## config.mk

```make
export PLATFORM = sky130hd
export DESIGN_NAME = instruction_prefetcher
export DESIGN_NICKNAME = d
export VERILOG_FILES = /design/src/rtl/instr_fetch_pkg.sv /design/src/rtl/instruction_fifo.sv /design/src/rtl/instruction_prefetcher.sv
export SDC_FILE = /design/constraint.sdc
export NUM_CORES = 1
export LEC_CHECK = 0
export ABC_AREA = 1
export CAP_MARGIN = 5
export CELL_PAD_IN_SITES_DETAIL_PLACEMENT = 1
export CELL_PAD_IN_SITES_GLOBAL_PLACEMENT = 1
export CORE_MARGIN = 1.5
export CORE_UTILIZATION = 46
export CTS_CLUSTER_SIZE = 25
export DETAILED_ROUTE_END_ITERATION = 10
export PLACE_DENSITY_LB_ADDON = 0.1
export SKIP_CTS_REPAIR_TIMING = 1
export SYNTH_ARGS = -nofsm -noshare
export SYNTH_HDL_FRONTEND = slang
export SYNTH_SLANG_ARGS = --single-unit
```

## constraint.sdc

```tcl
create_clock -name clk_in -period 5.6 [get_ports clk_in]
set_clock_uncertainty 0.2 [all_clocks]
set_input_delay 1.68 -clock clk_in [delete_from_list [all_inputs] [get_ports clk_in]]
set_output_delay 1.68 -clock clk_in [all_outputs]
set_load 0.01 [all_outputs]
```

## src/rtl/instr_fetch_pkg.sv

```systemverilog
// Shared constants and helpers for the streaming instruction prefetcher.
package instr_fetch_pkg;

    localparam int MAX_BRAM_LATENCY = 4;

    // Sequential address step that wraps at the memory depth, so ADDRS need not be a power of two.
    function automatic int wrap_inc(input int addr, input int addrs);
        return (addr == addrs - 1) ? 0 : addr + 1;
    endfunction

endpackage

```

## src/rtl/instruction_fifo.sv

```systemverilog
// Small synchronous FIFO holding fetched {addr, op} entries; flush empties it in one edge.
module instruction_fifo #(
    parameter int WIDTH = 16,
    parameter int DEPTH = 4,
    localparam int PTR_W = $clog2(DEPTH),
    localparam int CNT_W = $clog2(DEPTH + 1)
) (
    input  logic             clk_in,
    input  logic             rst_in,
    input  logic             push,
    input  logic             pop,
    input  logic             flush,
    input  logic [WIDTH-1:0] push_data,
    output logic [WIDTH-1:0] head,
    output logic [CNT_W-1:0] count
);

    logic [WIDTH-1:0] mem [DEPTH];
    logic [PTR_W-1:0] wr_ptr;
    logic [PTR_W-1:0] rd_ptr;
    logic             do_push;
    logic             do_pop;

    // A flush discards whatever arrives alongside it; a coincident pop is subsumed by the flush.
    assign do_push = push && !flush;
    assign do_pop  = pop && (count != '0);

    always_ff @(posedge clk_in) begin
        if (rst_in || flush) begin
            wr_ptr <= '0;
            rd_ptr <= '0;
            count  <= '0;
        end else begin
            if (do_push) wr_ptr <= wr_ptr + PTR_W'(1);
            if (do_pop)  rd_ptr <= rd_ptr + PTR_W'(1);
            count <= count + CNT_W'(do_push) - CNT_W'(do_pop);
        end
    end

    always_ff @(posedge clk_in) begin
        if (do_push) mem[wr_ptr] <= push_data;
    end

    assign head = mem[rd_ptr];

endmodule

```

## src/rtl/instruction_prefetcher.sv

```systemverilog
// Streaming instruction fetch: one BRAM read per cycle, latency-tracked into a FIFO drained by the CPU.
module instruction_prefetcher
    import instr_fetch_pkg::*;
#(
    parameter int ADDRS        = 256,
    parameter int OP_SIZE      = 8,
    parameter int BRAM_LATENCY = 2,
    parameter int DEPTH        = 4,
    localparam int ADDR_SIZE   = $clog2(ADDRS)
) (
    input  logic                 clk_in,
    input  logic                 rst_in,
    input  logic                 jump_in,
    input  logic [ADDR_SIZE-1:0] jump_addr_in,
    output logic [OP_SIZE-1:0]   instruction_out,
    output logic [ADDR_SIZE-1:0] addr_out,
    output logic                 valid_out,
    input  logic                 ready_in,
    input  logic [OP_SIZE-1:0]   bram_dout,
    output logic [ADDR_SIZE-1:0] bram_addr,
    output logic                 bram_we,
    output logic                 bram_regce,
    output logic [OP_SIZE-1:0]   bram_din
);

    localparam int ENTRY_W = ADDR_SIZE + OP_SIZE;
    localparam int CNT_W   = $clog2(DEPTH + 1);
    localparam int INF_W   = $clog2(MAX_BRAM_LATENCY + 1);
    localparam int OCC_W   = $clog2(DEPTH + MAX_BRAM_LATENCY + 1);

    typedef struct packed {
        logic [ADDR_SIZE-1:0] addr;
        logic [OP_SIZE-1:0]   op;
    } fetch_entry_t;

    logic [ADDR_SIZE-1:0]    fetch_addr;
    logic [BRAM_LATENCY-1:0] trk_valid;
    logic [ADDR_SIZE-1:0]    trk_addr [BRAM_LATENCY];
    logic [INF_W-1:0]        inflight;
    logic [CNT_W-1:0]        fifo_count;
    logic [OCC_W-1:0]        occupancy;
    logic                    issue;
    logic                    push;
    logic                    pop;
    fetch_entry_t            push_entry;
    fetch_entry_t            head_entry;

    assign bram_addr  = fetch_addr;
    assign bram_we    = 1'b0;
    assign bram_regce = 1'b1;
    assign bram_din   = '0;

    always_comb begin
        inflight = '0;
        for (int i = 0; i < BRAM_LATENCY; i++) begin
            inflight = inflight + INF_W'(trk_valid[i]);
        end
    end

    // Credit uses registered counts only, so a pop this cycle frees a slot one cycle later.
    assign occupancy = OCC_W'(fifo_count) + OCC_W'(inflight);
    assign issue     = !jump_in && (occupancy < OCC_W'(DEPTH));

    always_ff @(posedge clk_in) begin
        if (rst_in) begin
            fetch_addr <= '0;
        end else if (jump_in) begin
            fetch_addr <= jump_addr_in;
        end else if (issue) begin
            fetch_addr <= ADDR_SIZE'(wrap_inc(int'(fetch_addr), ADDRS));
        end
    end

    always_ff @(posedge clk_in) begin
        if (rst_in || jump_in) begin
            trk_valid <= '0;
        end else begin
            trk_valid[0] <= issue;
            for (int i = 1; i < BRAM_LATENCY; i++) begin
                trk_valid[i] <= trk_valid[i-1];
            end
        end
    end

    always_ff @(posedge clk_in) begin
        trk_addr[0] <= fetch_addr;
        for (int i = 1; i < BRAM_LATENCY; i++) begin
            trk_addr[i] <= trk_addr[i-1];
        end
    end

    assign push       = trk_valid[BRAM_LATENCY-1];
    assign push_entry = '{addr: trk_addr[BRAM_LATENCY-1], op: bram_dout};
    assign pop        = valid_out && ready_in;

    instruction_fifo #(
        .WIDTH (ENTRY_W),
        .DEPTH (DEPTH)
    ) u_fifo (
        .clk_in    (clk_in),
        .rst_in    (rst_in),
        .push      (push),
        .pop       (pop),
        .flush     (jump_in),
        .push_data (push_entry),
        .head      (head_entry),
        .count     (fifo_count)
    );

    // Head is masked while empty so reset and flushed states read as zero.
    assign valid_out       = (fifo_count != '0);
    assign instruction_out = valid_out ? head_entry.op : '0;
    assign addr_out        = valid_out ? head_entry.addr : '0;

endmodule

```

==> results by group <==
Critical path
  – Crit start category: register
  – Worst Path Max Fanout: 32
  – Req. time, crit path: 3.72 ns
  – CP arrival: 2.57 ns
  – Setup crit end kind: primary output
  – Crit Path Category: register to primary output

Drt
  – Vias: 2680
  – Met2 Wirelength: 4080 um
  – DRC Markers: 0
  – Detail Route Antenna Nets: 0
  – TritonRoute pass-1 iters: 4
  – Wirelength per Cell: 15.0 um
  – M1 wire length: 3640 um
  – Vias/cell: 4.99
  – Top sig layer: met4
  – WL met3: 278 um
  – Initial DRC count: 72
  – Post-Route WL: 8070 um

Run
  – MaxCap Viol Count: 0

Power
  – IR drop worst, VDD: 0.129 mV
  – Pleak: 0.00176 uW
  – PD cells: 272 nW/um^2

Clock tree
  – Clock sink count: 99
  – CTS buffer count: 9
  – CTS tree: done
  – Clock Latency Late Sink: 0.35 ns
  – Clk pin slew, worst setup/hold paths: 0.10 ns
  – CTS max path bufs: 2
  – CTS H-Tree Depth: 3
  – Root buffer cell: clkbuf_8

Global route
  – Antenna violations before repair: 0
  – Number of global-route vias before repair: 2724
  – Largest net degree at the start of global routing: 33
  – First-pass GRT wire length: 12900 um
  – Gr usage total: 0.190
  – Total grt overflow: 0

Yosys
  – Sequential share of the synthesized area: 0.653
  – Primary FF master, synth: edfxtp_1
  – Mean Syn Cell Area: 10.5 sq um
  – Synth cell types: 29
  – EDFF count, synth: 64
  – Cell Area, Synth: 4020 sq um
  – Flops & latches, synth: 99
  – Synth warn: 0
  – Post-Syn Instances: 381
  – Async S/R FF share, synth: 0

Place
  – Post-DP HPWL: 5360 um
  – Worst slack, placed: 1.53 ns
  – # port buffers: 44
  – Placed Area: 4520 sq um
  – DP Cell Count: 521
  – Placer congestion estimate: 0.733

Finish
  – Fin nets: 457
  – Design area: 4690 sq um
  – Final cell count without fillers: 537
  – Diode count: 0
  – Area growth from synthesis to layout: 16.7%
  – Share of layout cells above drive strength 1: 0.0880
  – Finished Core Util: 0.562

Timing
  – Fmax: 225 MHz
  – Rel. slew slack: 0.415
  – Actual slew at the worst max-slew pin: 0.875 ns
  – Final WS setup: 1.15 ns
  – Period minus WS final: 4.45 ns
  – RSZ-0062 raised after global routing: false
  – Setup TNS: 0 ns
  – Fin. max-slew vios: 0
  – Setup-failing EPs final: 0
  – Tcrit/Tclk final: 0.794
  – Final hold violation count: 0

Status
  – Outcome: finished, final reports clean

Floorplanning
  – Horiz. Die Dim: 96.4 um
  – Die area: 9300 sq um
  – Initial Util: 0.481
  – Die Span Y: 96.4 um
  – IO Pins: 55
  – Core area: 8340 sq um
  – Num rows: 33

Worst hold path
  – Worst hold path class: register to register
==> final timing paths <==
kind | from | endpoint | slack (ns) | cells after the start
min reg2reg | trk_addr[0][4] | trk_addr[0][12] | 0.13 | 0
min | trk_addr[0][4] | trk_addr[0][12] | 0.13 | 0
max | register | addr_out[6] | 1.15 | 4
max reg2reg | u_fifo.count[1] | u_fifo.count[2] | 2.98 | 8
==> cell usage in the layout, fill, tap and decap left out, types with 2 or more instances in the layout <==
master,count
conb_1,10
a21oi_1,24
o21ai_0,24
nand3_1,9
inv_2,3
nand2_2,5
buf_4,5
clkbuf_8,9
nand2_1,40
inv_1,31
a21oi_2,3
clkinvlp_4,2
nor2_4,2
ha_1,9
dfxtp_1,35
o21ai_1,16
clkbuf_1,2
clkdlybuf4s50_1,44
nor2_1,81
xor2_1,2
edfxtp_1,64
==> per-stage QoR <==
| step | total power (uW) | hold slack, ns |
|---|---|---|
| 2_1_floorplan | 855 | 0.110 |
| 3_3_place_gp | 887 | 0.110 |
| 3_5_place_dp | 890 | 0.117 |
| 4_1_cts | 1290 | 0.134 |
| 5_1_grt | 1330 | 0.142 |
| 6_report | 1280 | 0.127 |
==> Yosys cell counts (3+ instances only) <==
master     n  area [sq um]
nand2_2    5          31.3
nand2_1   40           150
nand3_1    9          45.0
a21oi_1   24           120
inv_2      3          11.3
edfxtp_1  64          1920
buf_2      8          40.0
a21oi_2    3          26.3
o21ai_1   16          80.1
buf_4     11          82.6
o21ai_0   24           120
inv_1     31           116
nor2_1    81           304
dfxtp_1   35           701
ha_1       9           113
==> power by group <==
group / total [uW] / internal (uW) / switching, uW
clock network: 403 / 164 / 239
logic: 69.1 / 33.7 / 35.4
registers: 804 / 791 / 13.2
total: 1280 / 988 / 288
==> critical path, cell delays in order, from the launching register on <==
cell and delay (ns):
dfxtp_1 0.77, inv_2 0.41, o21ai_0 0.35, a21oi_1 0.13, clkdlybuf4s50_1 0.54
==> sequential cells by signal (all words and copies together), names as in the netlist, named ones only <==
signal / flops
u_fifo.rd_ptr: 2
bram_addr: 8
u_fifo.wr_ptr: 2
u_fifo.count: 3
trk_addr: 16
trk_valid: 2
u_fifo.mem: 64
==> layer usage <==
layer	track usage	up-vias
met2	0.333	59
li1	-	1325
met3	0.0423	8
met1	0.226	1288
met5	0	-
met4	0.0761	0
==> layout make-up <==
type | instances | area, sq um
clock buffer | 11 | 131
clock inverter | 5 | 37.5
fill | 921 | 3650
inverter | 35 | 134
multi-input combinational | 233 | 1150
sequential | 99 | 2620
tap | 105 | 131
timing repair buffer | 49 | 478
==> cell families after synthesis <==
family	count (synthesis)	synth area share
adder cells (fa/ha/maj)	10	0.0330
AND/OR/NAND/NOR	142	0.150
buffers and inverters	57	0.0673
other	2	0.00187
XOR/XNOR	2	0.00436
flip-flops	99	0.653
AO/OA/AOI/OAI	69	0.0904
Note: power is estimated with default switching activity, not from simulation.
